`src/rtl/mdu_pkg.sv`:
```
// Shared types and constants for the iterative RV32M multiply/divide unit.
// XLEN defaults to 32 unless the build already defines it.
`ifndef XLEN
`define XLEN 32
`endif

package mdu_pkg;

   localparam int XLEN      = `XLEN;
   localparam int MDU_ITERS = 32;

   localparam logic [XLEN-1:0] DIV_ZERO_Q = 32'hFFFF_FFFF;
   localparam logic [XLEN-1:0] DIV_OVF_Q  = 32'h8000_0000;

   typedef enum logic [2:0] {
      OP_MUL    = 3'd0,
      OP_MULH   = 3'd1,
      OP_MULHSU = 3'd2,
      OP_MULHU  = 3'd3,
      OP_DIV    = 3'd4,
      OP_DIVU   = 3'd5,
      OP_REM    = 3'd6,
      OP_REMU   = 3'd7
   } mdu_op_e;

   typedef enum logic [2:0] {
      S_IDLE   = 3'd0,
      S_MUL_IT = 3'd1,
      S_DIV_IT = 3'd2,
      S_FIX    = 3'd3,
      S_DONE   = 3'd4
   } mdu_state_e;

endpackage

```
`src/rtl/mdu_divstep.sv`:
```
// One restoring-division step: shift in the next dividend bit and subtract
// the divisor when that does not borrow.
module mdu_divstep
   import mdu_pkg::*;
(
   input  logic [XLEN:0]   i_rem,
   input  logic            i_bit,
   input  logic [XLEN-1:0] i_divisor,
   output logic [XLEN:0]   o_rem,
   output logic            o_qbit
);

   logic [XLEN:0]   w_shift;
   logic [XLEN+1:0] w_diff;

   assign w_shift = {i_rem[XLEN-1:0], i_bit};
   assign w_diff  = {1'b0, w_shift} - {2'b00, i_divisor};
   // A set top bit would make the shifted value exceed any divisor.
   assign o_qbit  = ~w_diff[XLEN+1] | i_rem[XLEN];
   assign o_rem   = o_qbit ? w_diff[XLEN:0] : w_shift;

endmodule

```
`src/rtl/mdu.sv`:
```
// Iterative RV32M multiply/divide unit: shift-add multiply and restoring
// divide at one bit per cycle, with early completion for special divides.
module mdu
   import mdu_pkg::*;
(
   input  logic            i_clk,
   input  logic            i_rst_n,
   input  logic            i_start,
   input  logic [2:0]      i_op,
   input  logic [XLEN-1:0] i_Ra,
   input  logic [XLEN-1:0] i_Rb,
   input  logic            i_kill,
   output logic            o_busy,
   output logic            o_done,
   output logic [XLEN-1:0] o_result
);

   mdu_state_e          r_state, w_next;
   mdu_op_e             r_op, w_op;
   logic [4:0]          r_cnt;
   logic [XLEN-1:0]     r_result;
   logic                r_neg_res, r_neg_rem;
   logic [2*XLEN-1:0]   r_acc, r_mcand;
   logic [XLEN-1:0]     r_mplier, r_dvd, r_dvs;
   logic [XLEN:0]       r_rem;

   logic                w_accept, w_sgn_a, w_sgn_b, w_neg_a, w_neg_b;
   logic                w_div0, w_ovf, w_special, w_iter;
   logic [XLEN-1:0]     w_abs_a, w_abs_b, w_spec_res, w_fix_res;
   logic [XLEN:0]       w_step_rem;
   logic                w_qbit;
   logic [2*XLEN-1:0]   w_prod;

   function automatic logic [XLEN-1:0] fix32(input logic [XLEN-1:0] v, input logic neg);
      return neg ? -v : v;
   endfunction

   function automatic logic [2*XLEN-1:0] fix64(input logic [2*XLEN-1:0] v, input logic neg);
      return neg ? -v : v;
   endfunction

   assign w_op     = mdu_op_e'(i_op);
   assign w_sgn_a  = (w_op == OP_MULH) || (w_op == OP_MULHSU) || (w_op == OP_DIV) || (w_op == OP_REM);
   assign w_sgn_b  = (w_op == OP_MULH) || (w_op == OP_DIV) || (w_op == OP_REM);
   assign w_neg_a  = w_sgn_a & i_Ra[XLEN-1];
   assign w_neg_b  = w_sgn_b & i_Rb[XLEN-1];
   assign w_abs_a  = fix32(i_Ra, w_neg_a);
   assign w_abs_b  = fix32(i_Rb, w_neg_b);

   assign w_div0    = i_op[2] && (i_Rb == '0);
   assign w_ovf     = ((w_op == OP_DIV) || (w_op == OP_REM)) && (i_Ra == DIV_OVF_Q) && (i_Rb == '1);
   assign w_special = w_div0 || w_ovf;
   // i_op[1] separates REM/REMU from DIV/DIVU within the divide group.
   assign w_spec_res = w_div0 ? (i_op[1] ? i_Ra : DIV_ZERO_Q)
                              : (i_op[1] ? '0   : DIV_OVF_Q);

   assign w_accept = ((r_state == S_IDLE) || (r_state == S_DONE)) && i_start && !i_kill;
   assign w_iter   = (r_state == S_MUL_IT) || (r_state == S_DIV_IT);

   mdu_divstep u_divstep (
      .i_rem     (r_rem),
      .i_bit     (r_dvd[XLEN-1]),
      .i_divisor (r_dvs),
      .o_rem     (w_step_rem),
      .o_qbit    (w_qbit)
   );

   assign w_prod = fix64(r_acc, r_neg_res);

   always_comb begin
      w_fix_res = '0;
      case (r_op)
         OP_MUL:                        w_fix_res = w_prod[XLEN-1:0];
         OP_MULH, OP_MULHSU, OP_MULHU:  w_fix_res = w_prod[2*XLEN-1:XLEN];
         OP_DIV, OP_DIVU:               w_fix_res = fix32(r_dvd, r_neg_res);
         default:                       w_fix_res = fix32(r_rem[XLEN-1:0], r_neg_rem);
      endcase
   end

   always_comb begin
      w_next = r_state;
      case (r_state)
         S_IDLE, S_DONE: begin
            w_next = S_IDLE;
            if (w_accept) begin
               if (w_special)    w_next = S_DONE;
               else if (i_op[2]) w_next = S_DIV_IT;
               else              w_next = S_MUL_IT;
            end
         end
         S_MUL_IT, S_DIV_IT: if (r_cnt == 5'(MDU_ITERS - 1)) w_next = S_FIX;
         S_FIX:              w_next = S_DONE;
         default:            w_next = S_IDLE;
      endcase
      if (i_kill) w_next = S_IDLE;
   end

   always_ff @(posedge i_clk or negedge i_rst_n) begin
      if (!i_rst_n) begin
         r_state  <= S_IDLE;
         r_cnt    <= '0;
         r_result <= '0;
      end else begin
         r_state <= w_next;
         if (w_accept)
            r_cnt <= '0;
         else if (w_iter && !i_kill)
            r_cnt <= r_cnt + 5'd1;
         if (w_accept && w_special)
            r_result <= w_spec_res;
         else if ((r_state == S_FIX) && !i_kill)
            r_result <= w_fix_res;
      end
   end

   // Datapath registers carry no reset; they are loaded on every accept.
   always_ff @(posedge i_clk) begin
      if (w_accept) begin
         r_op      <= w_op;
         r_neg_res <= w_neg_a ^ w_neg_b;
         r_neg_rem <= w_neg_a;
         r_acc     <= '0;
         r_mcand   <= {{XLEN{1'b0}}, w_abs_a};
         r_mplier  <= w_abs_b;
         r_dvd     <= w_abs_a;
         r_dvs     <= w_abs_b;
         r_rem     <= '0;
      end else if (r_state == S_MUL_IT) begin
         if (r_mplier[0]) r_acc <= r_acc + r_mcand;
         r_mcand  <= r_mcand << 1;
         r_mplier <= r_mplier >> 1;
      end else if (r_state == S_DIV_IT) begin
         r_rem <= w_step_rem;
         r_dvd <= {r_dvd[XLEN-2:0], w_qbit};
      end
   end

   assign o_busy   = (r_state == S_MUL_IT) || (r_state == S_DIV_IT) || (r_state == S_FIX);
   assign o_done   = (r_state == S_DONE);
   assign o_result = r_result;

endmodule

```
`config.mk`:
```
export PLATFORM = sky130hd
export DESIGN_NAME = mdu
export DESIGN_NICKNAME = d
export VERILOG_FILES = /design/src/rtl/mdu_pkg.sv /design/src/rtl/mdu_divstep.sv /design/src/rtl/mdu.sv
export SDC_FILE = /design/constraint.sdc
export NUM_CORES = 1
export LEC_CHECK = 0
export CAP_MARGIN = 40
export CORE_ASPECT_RATIO = 0.75
export CORE_UTILIZATION = 61
export CTS_CLUSTER_SIZE = 30
export DETAILED_ROUTE_END_ITERATION = 12
export GPL_TIMING_DRIVEN = 0
export PLACE_DENSITY = 0.8
export SLEW_MARGIN = 30
export SYNTH_ARGS = -nofsm -noshare
export SYNTH_HDL_FRONTEND = slang
export SYNTH_HIERARCHICAL = 1
export SYNTH_SLANG_ARGS = --single-unit
export TNS_END_PERCENT = 10
```
`constraint.sdc`:
```
create_clock -name i_clk -period 8.9 [get_ports i_clk]
set_input_delay 1.78 -clock i_clk [delete_from_list [all_inputs] [get_ports i_clk]]
set_output_delay 1.78 -clock i_clk [all_outputs]
set_load 0.02 [all_outputs]
```
==> qor.yml <==
status: "finished clean"
ys_ff_latch: 302
placed_cells: 3313
vdd_drop_max_uv: 184.6
start_util_pct: 62.22
cp_cell_sequence: "clkdlybuf4s50_1, or4_1, nor4_1, nor4b_1, nand2_1, nor2_1, o21ai_0, a21o_1, clkbuf_1, inv_1, clkbuf_1, o21ai_0, nand2_1"
crit_family: "simple AND/OR/NAND/NOR gates"
crit_buf_inv: 4
syn_inst: 2736
cts_buffers: 34
die_area_sq_um: 37540
setup_viol: 0
p_clk_share_pct: 23.1
cts_max_path_buffers: 3
hold_class: "reg -> reg"
synth_cell_types: 93
hpwlAfterDp_um: 67330
clkLatencyLatePin_ns: 0.55
drc: 0
drt-total-wl_um: 84840
final_common_cell: "nand2_1"
firstDrtPassIters: 6
finalClockSkew_ns: 0.03300
drv_cap: 0
cts_hold_buf: 0
cts_setup_buffers: 0
ios: 105
fin_crit_ns: 5.979
antenna_found_initial: 3
grt_setup_unrepaired: "no"
slowest_stage: "or4_1"
drt_iter0_drc: 3383
die_w_um: 223.4
portBuffers: 104
p_leak_nw: 9.903
synthTopCellsByArea: "edfxtp_1 (18%), dfxtp_1 (12%), nand2_1 (7.8%)"
critPathRequiredTime_ns: 9.37
rrSetupSlack_ns: 4.22
synth_edf_count: 133
tns_ns: 0
cts_tree: "built"
busiest_layer: "met1"
synthArstFlopShare_pct: 13.25
placementRows: 60
syn_to_final_growth_pct: 12.76
grtUsageMet2_pct: 62.43
fin_crit_sh_pct: 67.18
drv_slew: 0
cts_root_buffer: "clkbuf_16"
clk_pin_slew_ns: 0.07
crit_fanout: 10
maxSlewHeadroom_pct: 38.61
setup_ws_ns: 2.921
finalHoldViolations: 0
ys_seq_area_share_pct: 33.79
grt_usage_pct: 44.37
grt.overflow.total: 0
syn-cell-area_sq_um: 22420
pwr-share-seq_pct: 32.7
fin_cells: 3379
htree_levels: 2
cpPeakStageDelay_ns: 0.62
synthFlopType: "edfxtp_1"
cp.arrival_ns: 6.45
sw_frac_of_total_pct: 41.27
p_int_mw: 3.596
fmax_mhz: 167.3
clkSinkCount: 302
critical_path_class: "in -> reg"
core_sq_um: 36030
switchingPower_mw: 2.527
syn_avg_cell_area_sq_um: 8.195
dpl-instance-area_sq_um: 24150
num_vias: 23077
yosysTopAreaCell: "edfxtp_1"
synth_nets: 2912
cts_resized: 0
grt_pass1_vias: 20762
holdWs_ns: 0.4663
stdcell_area_sq_um: 25280
final_cell_mix: "nand2_1 (466), a21oi_1 (262), o21ai_0 (196)"
wl_per_cell_um: 25.11
grt_pass1_wl_um: 126200
startpoint_type: "input port"
yosysWarnings: 6
powerDensity_nw_per_um2: 242.2
crit_path_end_kind: "flop"
final_layout_size_suffix_gt1_share_pct: 5.220
ant_nets: 0
met3_usage_pct: 14.61
grt_max_degree: 41
tightest_slew_ns: 0.9112
combPwrFrac_pct: 44.2
met1_usage_pct: 65.08
die_h_um: 168.0
routabilityCongestion: 1.055
dp_slack_ns: 2.657
synth_top_area_share_pct: 17.81
avgViaCountPerCell: 6.830
nets: 3065
-- power groups by stage --
stage          logic [mW]  clock network, mW  registers, mW
2_1_floorplan        1.82                  0           1.94
3_3_place_gp         2.49                  0           2.00
3_5_place_dp         2.59                  0           2.00
4_1_cts              2.61               1.40           1.98
5_1_grt              2.88               1.46           2.01
6_report             2.71               1.42           2.00
-- kinds of logic (layout without fill, tap and decap cells) --
| logic type | Yosys count | count (layout) | synth area share [%] |
|---|---|---|---|
| AND/OR/NAND/NOR | 956 | 956 | 19.80 |
| AO/OA/AOI/OAI | 846 | 846 | 23.83 |
| flip-flops | 302 | 302 | 33.79 |
| XOR/XNOR | 252 | 252 | 9.844 |
| buffers and inverters | 232 | 408 | 4.258 |
| adder cells (fa/ha/maj) | 105 | 105 | 5.926 |
| multiplexers | 43 | 43 | 2.550 |
| other | 0 | 2 | 0 |
-- per-stage QoR --
stage | power [mW] | util [%]
finish | 6.123 | 70.16
global route | 6.346 | 70.15
CTS | 5.986 | 70.02
detailed placement | 4.592 | 67.02
global placement | 4.489 | 66.73
floorplan | 3.761 | -
-- tightest hold or removal path, delay by kind of cell, from the launching register on --
kind            cells  cell delay [ns]
flops               1             0.33
simple gates        1             0.06
compound gates      1             0.05
-- worst paths after layout --
kind	startpoint	end	depth (start not counted)
max in group asynchronous	i_rst_n	o_result[7]$_DFFE_PN0P_	2
min in group asynchronous	i_rst_n	o_result[22]$_DFFE_PN0P_	1
setup reg to reg	r_mcand[0]$_SDFFCE_PN0P_	r_acc[58]$_SDFFE_PP0P_	13
hold / removal	r_mcand[36]$_SDFFE_PP0N_	r_mcand[37]$_SDFFE_PP0N_	2
hold reg to reg	r_mcand[36]$_SDFFE_PP0N_	r_mcand[37]$_SDFFE_PP0N_	2
setup / recovery	i_Ra[18]	o_result[1]$_DFFE_PN0P_	13
-- registers in the layout (all words and copies together), names as in the netlist --
signal,count
o_result,32
r_acc,64
r_cnt,5
r_dvd,32
r_dvs,32
r_mcand,64
r_mplier,32
r_neg_rem,1
r_neg_res,1
r_op,3
r_rem,33
r_state,3
-- per-layer routing --
metal | vias to the layer above | part of all wire [%]
met5 | - | 0
met4 | 0 | 2.4
met3 | 171 | 16
met2 | 1719 | 40
met1 | 10962 | 42
li1 | 10225 | -
-- cell type report --
class | instances | area, sq um
fill | 2800 | 10750
timing repair buffer | 117 | 1174
buffer | 154 | 659.4
clock buffer | 41 | 928.4
inverter | 78 | 300.3
tap | 465 | 581.8
clock inverter | 18 | 151.4
antenna | 2 | 5.005
multi-input combinational | 2202 | 13910
sequential | 302 | 7577
-- synthesized netlist by cell type (10+ instances only) --
cell and number:
nand2_1 468, a21oi_1 262, o21ai_0 196, nor2_1 145
xnor2_1 139, edfxtp_1 133, dfxtp_1 129, clkbuf_1 128
xor2_1 113, ha_1 103, o21a_1 77, inv_1 76
nand3_1 68, a21o_1 57, o31ai_1 49, nor3_1 46
dfrtp_1 40, nand4_1 37, o211ai_1 33, or3_1 28
a31oi_1 27, mux2_4 27, nand2b_1 25, o41ai_1 24
or4_1 24, and3_1 19, nor4_1 19, a211oi_1 17
nor2b_1 15, o21bai_1 15, and2_1 13, a221oi_1 12
buf_1 12, mux2i_1 11, o22ai_1 10, or2_2 10
Note: power is estimated with default switching activity, not from simulation.
